<file path="src/rtl/roi_read_scheduler_pkg.sv">
// Shared types and helpers for the ROI read scheduler: FSM encoding, ROI field
// geometry and packed-field slicing.
package roi_read_scheduler_pkg;

    localparam int unsigned RoiFieldWd = 16;
    localparam int unsigned RoiMax     = 8;
    localparam int unsigned RoiIdxWd   = 3;

    typedef logic [RoiFieldWd*RoiMax-1:0] roi_vec_t;

    typedef enum logic [2:0] {
        StIdle,
        StLatch,
        StRoiSel,
        StFvalLead,
        StLineReq,
        StLineWait,
        StRoiEnd,
        StGap
    } state_e;

    // Packed config vectors are zero-extended to RoiMax slots before slicing.
    function automatic logic [RoiFieldWd-1:0] roi_field(input roi_vec_t vec,
                                                        input logic [RoiIdxWd-1:0] idx);
        return vec[idx*RoiFieldWd +: RoiFieldWd];
    endfunction

endpackage

</file>
<file path="src/rtl/roi_next_sel.sv">
// Priority search: lowest valid ROI index at or above a start index.
module roi_next_sel
    import roi_read_scheduler_pkg::*;
#(
    parameter int unsigned RoiNum = 4
) (
    input  logic [RoiNum-1:0]   valid_i,
    input  logic [RoiIdxWd:0]   start_i,
    output logic                found_o,
    output logic [RoiIdxWd-1:0] idx_o
);

    // Scanning downwards lets the lowest qualifying index win.
    always_comb begin
        found_o = 1'b0;
        idx_o   = '0;
        for (int i = int'(RoiNum) - 1; i >= 0; i--) begin
            if (valid_i[i] && ((RoiIdxWd+1)'(i) >= start_i)) begin
                found_o = 1'b1;
                idx_o   = RoiIdxWd'(i);
            end
        end
    end

endmodule

</file>
<file path="src/rtl/roi_read_scheduler.sv">
// Read-side sequencer of the multi-ROI frame buffer: walks the valid ROIs of a
// resident frame, issues one line request per ROI line and frames each ROI with o_fval.
module roi_read_scheduler
    import roi_read_scheduler_pkg::*;
#(
    parameter int unsigned ROI_NUM    = 4,
    parameter int unsigned ADDR_WD    = 24,
    parameter int unsigned FVAL_LEAD  = 4,
    parameter int unsigned FVAL_TRAIL = 4,
    parameter int unsigned FVAL_GAP   = 20
) (
    input  logic                          clk,
    input  logic                          reset_n,
    input  logic                          i_stream_enable,
    input  logic                          i_frame_ready,
    input  logic [ADDR_WD-1:0]            iv_frame_base,
    input  logic [15:0]                   iv_line_pitch,
    input  logic [ROI_NUM-1:0]            iv_roi_en,
    input  logic [ROI_NUM*RoiFieldWd-1:0] iv_roi_offset_x,
    input  logic [ROI_NUM*RoiFieldWd-1:0] iv_roi_offset_y,
    input  logic [ROI_NUM*RoiFieldWd-1:0] iv_roi_width,
    input  logic [ROI_NUM*RoiFieldWd-1:0] iv_roi_height,
    output logic                          o_rd_req,
    output logic [ADDR_WD-1:0]            ov_rd_addr,
    output logic [15:0]                   ov_rd_len,
    output logic [2:0]                    ov_rd_roi_id,
    input  logic                          i_rd_ack,
    input  logic                          i_rd_done,
    output logic                          o_fval,
    output logic                          o_frame_done,
    output logic                          o_busy,
    output logic                          o_cfg_err
);

    state_e state_q, state_d;
    logic [7:0] cnt_q, cnt_d;
    logic [15:0] line_q;
    logic [RoiIdxWd-1:0] roi_idx_q;
    logic pending_q, stop_q, fval_q, frame_done_q, cfg_err_q;

    logic [ADDR_WD-1:0] base_q, addr_q;
    logic [15:0] pitch_q, len_q, height_q;
    logic [ROI_NUM-1:0] valid_q;
    logic [ROI_NUM*RoiFieldWd-1:0] ox_q, oy_q, w_q, h_q;

    logic [ROI_NUM-1:0] valid_now;
    logic cfg_err_now;
    logic [RoiIdxWd:0] sel_start;
    logic sel_found;
    logic [RoiIdxWd-1:0] sel_idx;
    logic [RoiFieldWd-1:0] sel_ox, sel_oy, sel_w, sel_h;
    logic [31:0] sel_prod;

    always_comb begin
        valid_now = '0;
        for (int k = 0; k < int'(ROI_NUM); k++) begin
            valid_now[k] = iv_roi_en[k]
                && (roi_field(roi_vec_t'(iv_roi_width), RoiIdxWd'(k)) != '0)
                && (roi_field(roi_vec_t'(iv_roi_height), RoiIdxWd'(k)) != '0);
        end
        cfg_err_now = |(iv_roi_en & ~valid_now);
    end

    roi_next_sel #(
        .RoiNum (ROI_NUM)
    ) u_next_sel (
        .valid_i (valid_q),
        .start_i (sel_start),
        .found_o (sel_found),
        .idx_o   (sel_idx)
    );

    assign sel_ox   = roi_field(roi_vec_t'(ox_q), sel_idx);
    assign sel_oy   = roi_field(roi_vec_t'(oy_q), sel_idx);
    assign sel_w    = roi_field(roi_vec_t'(w_q), sel_idx);
    assign sel_h    = roi_field(roi_vec_t'(h_q), sel_idx);
    assign sel_prod = 32'(sel_oy) * 32'(pitch_q);

    always_comb begin
        state_d   = state_q;
        sel_start = {1'b0, roi_idx_q};
        case (state_q)
            StIdle: begin
                if (i_stream_enable && (i_frame_ready || pending_q)) state_d = StLatch;
            end
            StLatch:    state_d = (|valid_now) ? StRoiSel : StIdle;
            StRoiSel:   state_d = sel_found ? StFvalLead : StIdle;
            StFvalLead: if (cnt_q == 8'(FVAL_LEAD)) state_d = StLineReq;
            StLineReq:  if (i_rd_ack) state_d = StLineWait;
            StLineWait: begin
                if (i_rd_done) state_d = (line_q + 16'd1 == height_q) ? StRoiEnd : StLineReq;
            end
            StRoiEnd:   if (cnt_q == 8'(FVAL_TRAIL - 1)) state_d = StGap;
            StGap: begin
                // Look past the ROI just finished for another candidate.
                sel_start = {1'b0, roi_idx_q} + 1'b1;
                if (cnt_q == 8'(FVAL_GAP - 1)) begin
                    state_d = (sel_found && !stop_q && i_stream_enable) ? StRoiSel : StIdle;
                end
            end
            default:    state_d = StIdle;
        endcase
        cnt_d = (state_d != state_q) ? 8'd0 : cnt_q + 8'd1;
    end

    // o_fval trails the state by one cycle, stretching lead and trail to the
    // downstream edge timing.
    always_ff @(posedge clk or negedge reset_n) begin
        if (!reset_n) begin
            state_q      <= StIdle;
            cnt_q        <= '0;
            fval_q       <= 1'b0;
            frame_done_q <= 1'b0;
            pending_q    <= 1'b0;
            stop_q       <= 1'b0;
        end else begin
            state_q      <= state_d;
            cnt_q        <= cnt_d;
            fval_q       <= (state_q == StFvalLead) || (state_q == StLineReq)
                            || (state_q == StLineWait) || (state_q == StRoiEnd);
            frame_done_q <= (state_q == StGap) && (state_d == StIdle);
            if (state_q == StIdle && state_d == StLatch) begin
                pending_q <= 1'b0;
            end else if (state_q != StIdle && i_frame_ready) begin
                pending_q <= 1'b1;
            end
            if (state_q == StLatch) begin
                stop_q <= 1'b0;
            end else if (state_q != StIdle && !i_stream_enable) begin
                stop_q <= 1'b1;
            end
        end
    end

    always_ff @(posedge clk or negedge reset_n) begin
        if (!reset_n) begin
            base_q    <= '0;
            pitch_q   <= '0;
            valid_q   <= '0;
            ox_q      <= '0;
            oy_q      <= '0;
            w_q       <= '0;
            h_q       <= '0;
            cfg_err_q <= 1'b0;
            roi_idx_q <= '0;
            addr_q    <= '0;
            len_q     <= '0;
            height_q  <= '0;
            line_q    <= '0;
        end else begin
            if (state_q == StLatch) begin
                base_q    <= iv_frame_base;
                pitch_q   <= iv_line_pitch;
                valid_q   <= valid_now;
                ox_q      <= iv_roi_offset_x;
                oy_q      <= iv_roi_offset_y;
                w_q       <= iv_roi_width;
                h_q       <= iv_roi_height;
                cfg_err_q <= cfg_err_now;
                roi_idx_q <= '0;
            end
            if (state_q == StRoiSel && sel_found) begin
                roi_idx_q <= sel_idx;
                addr_q    <= base_q + ADDR_WD'(sel_prod) + ADDR_WD'(sel_ox);
                len_q     <= sel_w;
                height_q  <= sel_h;
                line_q    <= '0;
            end
            if (state_q == StLineWait && i_rd_done) begin
                line_q <= line_q + 16'd1;
                addr_q <= addr_q + ADDR_WD'(pitch_q);
            end
            if (state_q == StGap && state_d == StRoiSel) begin
                roi_idx_q <= roi_idx_q + 1'b1;
            end
        end
    end

    assign o_rd_req     = (state_q == StLineReq);
    assign o_busy       = (state_q != StIdle);
    assign o_fval       = fval_q;
    assign o_frame_done = frame_done_q;
    assign o_cfg_err    = cfg_err_q;
    assign ov_rd_addr   = addr_q;
    assign ov_rd_len    = len_q;
    assign ov_rd_roi_id = roi_idx_q;

endmodule

</file>
<file path="config.mk">
export PLATFORM = sky130hd
export DESIGN_NAME = roi_read_scheduler
export DESIGN_NICKNAME = d
export VERILOG_FILES = /design/src/rtl/roi_read_scheduler_pkg.sv /design/src/rtl/roi_next_sel.sv /design/src/rtl/roi_read_scheduler.sv
export SDC_FILE = /design/constraint.sdc
export NUM_CORES = 2
export LEC_CHECK = 0
export BUFFER_PORTS_ARGS = -buffer_cell sky130_fd_sc_hd__buf_4
export CORE_AREA = 5 5 251 253
export DETAILED_ROUTE_END_ITERATION = 8
export DIE_AREA = 0 0 256 258
export MAX_ROUTING_LAYER = met4
export SETUP_SLACK_MARGIN = 0.5
export SYNTH_ARGS = -nofsm -noshare
export SYNTH_HDL_FRONTEND = slang
export SYNTH_SLANG_ARGS = --single-unit
</file>
<file path="constraint.sdc">
create_clock -name clk -period 9.9 [get_ports clk]
set_input_delay 0.495 -clock clk [delete_from_list [all_inputs] [get_ports clk]]
set_output_delay 0.495 -clock clk [all_outputs]
set_load 0.01 [all_outputs]
</file>
== Word level (Yosys, flattened, before mapping) ==
Cells that the tools add are included.

* Add/subtract/negate cells: 7
* Muxes and demuxes: 32
* Order comparisons: 4
* Equal/unequal tests: 14
* Shift-type cells: 4
* Reduce and logical (&&, ||, !) cells: 45
* Multiply operators: 1
* Bitwise operators: 2

{| class="wikitable"
|+ Operators with widths
! cell !! count
|-
| 128-bit by 8-bit indexed part select with 16-bit output || 4
|-
| 16-bit nonzero test || 8
|-
| 24-bit by 16-bit adder with 24-bit output || 2
|-
| 24-bit 2-to-1 mux || 2
|-
| 16-bit 2-to-1 mux || 2
|-
| 3-bit 2-to-1 mux || 9
|-
| 24-bit adder || 1
|-
| 16-bit by 16-bit multiplier with 24-bit output || 1
|-
| 3-bit case mux with 8 select lines || 1
|-
| 1-bit logical AND || 22
|-
| 16-bit by 1-bit adder with 16-bit output, second input constant || 1
|-
| 16-bit equality test || 1
|-
| 2-bit 2-to-1 mux || 8
|-
| 3-bit equality test, second input constant || 4
|-
| 3-bit by 2-bit equality test with 1-bit output, second input constant || 3
|-
| 8-bit by 1-bit adder with 8-bit output, second input constant || 1
|-
| 8-bit by 2-bit equality test with 1-bit output, second input constant || 1
|-
| 8-bit by 3-bit equality test with 1-bit output, second input constant || 1
|-
| 8-bit by 5-bit equality test with 1-bit output, second input constant || 1
|-
| 1-bit by 4-bit greater-or-equal comparator with 1-bit output, first input constant || 2
|-
| 2-bit by 4-bit greater-or-equal comparator with 1-bit output, first input constant || 2
|-
| 1-bit 2-to-1 mux || 8
|-
| 8-bit 2-to-1 mux || 1
|-
| 4-bit OR reduction || 2
|-
| 12 further kinds || 21
|}

* Bits in registers: 391
* Logic and storage cells: 128

== Logic depth before layout (Yosys ltp) ==
* Depth after elaboration: 16
* Mapped depth: 35

== Cells and area by module ==
Synthesis repeated with hierarchy kept, for this count alone.

* Cell total of the unflattened synthesis: 2,924
* Area, all modules: 26,589.3 um^2

{| class="wikitable"
|+ Modules (own cells, without submodules)
! module !! seq. area each (um^2) !! times used !! cells each !! area an instance (um^2)
|-
| roi_read_scheduler || 9,784.4 || 1 || 2,911 || 26,477.9
|-
| roi_next_sel || 0.0 || 1 || 13 || 111.4
|}

== Worst setup path after synthesis ==
OpenSTA, ideal clock, no wires.

* Path type: reg-to-reg
* Start: reg roi_idx_q[0], in the netlist ov_rd_roi_id[0]
* End: reg addr_q[22], in the netlist ov_rd_addr[22]
* Data arrival time: 8.377 ns
* Required time: 9.769 ns
* Cell stages (with the launch flop): 35
* Path buffers: 4
* Setup slack: 1.392 ns
* Clock period less this slack: 8.508 ns
* Path through: dfrtp_1 > ha_1 > and4b_4 > o21ai_0 > a221oi_4 > buf_2 > buf_2 > buf_2 > nand2_1 > a31oi_1 > clkbuf_1 > nand2_1 > fa_1 > inv_1 > fa_1 > inv_1 > fa_1 > inv_1 > fa_1 > fa_1 > inv_1 > fa_1 > inv_1 > ha_1 > a21o_1 > a21o_1 > a21oi_1 > o2111ai_1 > a31o_2 > a21oi_1 > o21bai_1 > a21oi_1 > xor2_1 > a21oi_1 > or3_1

* Cells in the longest elaborated chain, start to end: 14
* Elaborated cells on any way between the ends: 27
* Those cells by class: 3 x add/sub; 1 x mul; 4 x order compare; 2 x shift; 11 x mux; 6 x reduce/logical

{| class="wikitable"
|+ Ends and longest elaborated chain
! what !! RTL line !! RTL
|-
| start, declared || roi_read_scheduler.sv:38 || <nowiki>logic [RoiIdxWd-1:0] roi_idx_q;</nowiki>
|-
| start signal, assigned || roi_read_scheduler.sv:163 || <nowiki>roi_idx_q <= sel_idx;</nowiki>
|-
| start signal, assigned || roi_read_scheduler.sv:174 || <nowiki>roi_idx_q <= roi_idx_q + 1'b1;</nowiki>
|-
| 3-bit by 1-bit adder with 4-bit output || roi_read_scheduler.sv:96 || <nowiki>sel_start = {1'b0, roi_idx_q} + 1'b1;</nowiki>
|-
| 4-bit 2-to-1 mux * || roi_read_scheduler.sv:82 || <nowiki>case (state_q)</nowiki>
|-
| 2-bit by 4-bit greater-or-equal comparator with 1-bit output || roi_next_sel.sv:18 || <nowiki>if (valid_i[i] && ((RoiIdxWd+1)'(i) >= start_i)) begin</nowiki>
|-
| 1-bit logical AND || roi_next_sel.sv:18 ||
|-
| 2-bit 2-to-1 mux (4 in series) || roi_next_sel.sv:18 ||
|-
| 128-bit by 8-bit indexed part select with 16-bit output || roi_read_scheduler_pkg.sv:25 || <nowiki>return vec[idx*RoiFieldWd +: RoiFieldWd];</nowiki>
|-
| 16-bit by 16-bit multiplier with 24-bit output || roi_read_scheduler.sv:77 || <nowiki>assign sel_prod = 32'(sel_oy) * 32'(pitch_q);</nowiki>
|-
| 24-bit adder || roi_read_scheduler.sv:164 || <nowiki>addr_q <= base_q + ADDR_WD'(sel_prod) + ADDR_WD'(sel_ox);</nowiki>
|-
| 24-bit by 16-bit adder with 24-bit output || roi_read_scheduler.sv:164 ||
|-
| 24-bit 2-to-1 mux || roi_read_scheduler.sv:162 || <nowiki>if (state_q == StRoiSel && sel_found) begin</nowiki>
|-
| 24-bit 2-to-1 mux || roi_read_scheduler.sv:169 || <nowiki>if (state_q == StLineWait && i_rd_done) begin</nowiki>
|-
| end signal, assigned || roi_read_scheduler.sv:164 ||
|-
| end signal, assigned || roi_read_scheduler.sv:171 || <nowiki>addr_q <= addr_q + ADDR_WD'(pitch_q);</nowiki>
|-
| end, declared || roi_read_scheduler.sv:41 || <nowiki>logic [ADDR_WD-1:0] base_q, addr_q;</nowiki>
|}

Every way passes the cells marked *; elsewhere a longest branch is shown, timed or not. The select of a mux whose other input is x is not followed.
A chain may end at the register's enable or synchronous reset.

== Final worst setup path ==
* Start: reg roi_idx_q[0], in the netlist ov_rd_roi_id[0]
* End: reg addr_q[23], in the netlist ov_rd_addr[23]

The elaborated chain is that of the path after synthesis.

==> results.tsv <==
stage	metric	value	unit
timing	actual transition at the worst max-transition pin	1.20	ns
global_route	first-pass GRT wire length	134000	um
final_layout	layout-stage area growth over the synthesis result	18.9	%
timing	number of max-slew violations in the final report	0	
routing	Avg Vias per Cell	5.24	
synth	number of nets in the synthesized netlist	3882	
worst_setup_path	highest net fanout along the worst path	9	
placement	area of placed instances	30100	um2
worst_setup_path	Crit path required time	10.37	ns
cts	TritonCTS clock tree	yes	
worst_setup_path	critical path launch point type	flop	
synth	sequential area share after synthesis	36.5	%
final_layout	fin cells	4394	
worst_setup_path	arrival time at the worst endpoint	9.42	ns
global_route	Overflow after GRT	0	
synth	Synth Instances	3279	
final_layout	multi-input gate area in the final layout	15200	um2
worst_hold_path	Hold Path Class	input pin to asynchronous set/reset pin	
final_layout	final design instance area without fill	31900	um2
floorplanning	Die Width	256	um
placement	number of placed cells counting well taps	4296	
synth	post-synthesis cell type count	71	
placement	detailed placer's ending HPWL	64400	um
outcome	status	complete, but fails checks	
timing	worst slew slack as a fraction of its limit	18.9	%
routing	Initial DRT Pass Iterations	7	
worst_setup_path	count of cells along the worst register-to-register path	28	
synth	Synth top area share	36.5	%
placement	IO Port Bufs	353	
worst_setup_path	class of the most critical setup path	flop to flop	
timing	Fmax achieved	112	MHz
floorplanning	die height	258	um
cts	clk_lat worst skew	0.59	ns
floorplanning	row count	91	
synth	number of flops mapped to enable cells by yosys	0	
routing	total detailed-routing wirelength	86500	um
final_layout	Final #Nets	4167	
timing	RSZ-0062 raised after global routing	no	
floorplanning	Die Footprint	66000	um2
synth	leading register cell type out of synthesis	dfrtp_1	
worst_setup_path	start of the worst register-to-register path	ov_rd_roi_id[0]	
timing	Final Skew	0.0230	ns
synth	number of synthesized register bits	391	
floorplanning	core region area	60800	um2
cts	Hold-fix buffers, CTS	0	
global_route	overall track demand over capacity in global routing	26.3	%
cts	total CTS buffers	45	
cts	clock sink total	391	
final_layout	Register Area	9780	um2
worst_setup_path	endpoint of the lowest-slack register-to-register path	ov_rd_addr[23]	
routing	vias after detailed routing	23000	
synth	Async S/R FF share, synth	100	%
timing	total of endpoints with negative setup slack in the final report	0	
routing	Routed WL per cell	19.7	um
flow_run	Max Cap Viol	0	
cts	Max clock buf depth	3	
cts	depth of the CTS H-tree	2	
global_route	largest net degree at the start of global routing	221	
global_route	number of antenna violations at the first check in global routing	6	
floorplanning	starting density of the core	44.1	%
timing	final-layout setup total negative slack	0	ns
final_layout	share of post-route cells with drive strength above 1	13.9	%
routing	first-iteration detailed-routing DRC count	2000	
synth	synth warn	0	
routing	number of nets with antenna violations after routing	0	
placement	Final GP Congestion	0.912	
timing	share of the clock period used by the worst path	90.4	%
synth	average instance area after synthesis	8.17	um2
cts	Clock transition at path regs	0.06	ns
synth	total standard cell area after synthesis	26800	um2
worst_setup_path	library cell appearing most often on the critical path	fa_1	
synth	top cell type by total area after synthesis	dfrtp_1	
worst_setup_path	Critical Path End Type	flop	
worst_setup_path	Critical Path Slowest Stage Cell	fa_1	
global_route	vias in the first global route	23600	
timing	hold slack final	-0.0368	ns
timing	number of hold-slack violations in the final timing report	27	
outcome	failing checks	negative hold slack	
final_layout	count of fill cells added during filler insertion	5846	
cts	master cell of the clock root buffer	clkbuf_16	
routing	DRC violation count after routing	0	
timing	final critical delay including setup and external delays	8.95	ns
synth	top area cells in the synthesized netlist	dfrtp_1, nand2_1, fa_1	
floorplanning	boundary pin count	354	
worst_setup_path	stage delay of the slowest cell on the critical path	0.58	ns
worst_setup_path	internal reg-to-reg setup slack	0.95	ns
==> placed cells by master, fill, tap and decap left out, types with 4 or more instances in the layout <==
| cell type | instances |
|---|---|
| a21oi_1 | 47 |
| nor4_1 | 36 |
| mux2i_1 | 20 |
| xnor2_1 | 51 |
| fa_1 | 207 |
| ha_1 | 90 |
| and2_1 | 130 |
| nand2_1 | 1311 |
| o21a_1 | 11 |
| clkbuf_8 | 10 |
| clkinv_2 | 6 |
| a311oi_1 | 4 |
| and3_1 | 15 |
| nor2b_1 | 11 |
| a31oi_1 | 17 |
| diode_2 | 6 |
| o21bai_1 | 4 |
| buf_4 | 398 |
| dfrtp_1 | 391 |
| nand4_1 | 15 |
| nor3_1 | 8 |
| a21o_1 | 9 |
| bufinv_16 | 5 |
| nand3_1 | 151 |
| a211oi_1 | 7 |
| o21ai_0 | 61 |
| clkbuf_1 | 10 |
| clkbuf_16 | 45 |
| or3_1 | 4 |
| o22ai_1 | 15 |
| o31ai_1 | 7 |
| nor2_1 | 69 |
| xor2_1 | 20 |
| inv_1 | 332 |
==> layer usage <==
| layer | track usage (%) | up-vias | wire (um) |
|---|---|---|---|
| met5 | - | - | 0 |
| met4 | 6.66 | 0 | 2310 |
| met2 | 39.8 | 790 | 39000 |
| met3 | 4.66 | 126 | 6100 |
| met1 | 37.1 | 11300 | 39100 |
| li1 | - | 10800 | - |
==> cells by family after synthesis <==
kind of cell | synth area share, %
flops | 36.5
simple gates | 27.8
fa+ha+maj | 19.7
xor+xnor | 2.49
compound gates | 5.45
mux | 0.971
buf+inv | 7.11
==> critical path, delay by kind of cell (launching register included) <==
kind            cells  cell delay, ns
compound gates      9            2.70
xor+xnor            1            0.07
fa+ha+maj           8            3.81
buf+inv             4            0.20
flops               1            0.46
mux                 1            0.33
simple gates        5            1.26
==> sequential cells by signal (all words and copies together) (netlist names), 3 cells and up <==
signal and count:
ox_q 64, base_q 24, state_q 3, cnt_q 8, h_q 64, pitch_q 16, w_q 64, oy_q 64
ov_rd_addr 24, height_q 16, valid_q 4, ov_rd_len 16, line_q 16, ov_rd_roi_id 3
==> final cells by class <==
cell class                      instances  area share (%)
Clock buffer                           65            4.08
Sequential cell                       391            30.7
Timing Repair Buffer                  402            9.61
Antenna cell                            6          0.0471
Inverter                              332            3.91
Clock inverter                         16           0.785
Multi-Input combinational cell       2392            47.7
Tap cell                              790            3.10
==> worst max path at each step <==
stage | startpoint | endpoint | cells after the start
final | ov_rd_roi_id[0] | ov_rd_addr[23] | 28
after detailed placement | state_q[0] | ov_rd_addr[22] | 30
after floorplan | ov_rd_roi_id[0] | ov_rd_addr[22] | 34
after global routing | ov_rd_roi_id[0] | ov_rd_addr[23] | 28
after CTS | state_q[0] | ov_rd_addr[22] | 30
after global placement | state_q[0] | ov_rd_addr[22] | 31
==> cells in the mapped netlist, drive strengths merged, types with 7 or more instances <==
master	count
ha	90
a21oi	49
inv	332
nand4	15
nand3	152
xor2	20
o21a	11
nand2	1312
fa	207
a31oi	20
o21ai	64
mux2i	23
nor3	8
nor2b	12
o31ai	7
nor4	36
nor2	70
xnor2	51
buf	25
a21o	9
o22ai	15
and3	16
dfrtp	391
a211oi	8
clkbuf	141
and2	130
==> per-stage QoR <==
stage / worst slack, ns / hold WS, ns / utilization, %
6_report: 0.952 / -0.0368 / 52.4
5_1_grt: 0.546 / 0.0211 / 52.4
4_1_cts: 0.711 / 0.00129 / 52.1
3_5_place_dp: 0.686 / 0.462 / 49.6
3_3_place_gp: 0.943 / 0.457 / 49.6
2_1_floorplan: 1.39 / 0.199 / -
==> repair_timing <==
item,in CTS,in global routing
gates resized for setup,0,9
endpoints found under the setup margin,0,6
buffers inserted,0,9
hold endpoints to repair,0,0
Power is not shown: default switching activity piles up to over one toggle a cycle in this logic, so the estimate is an artifact.
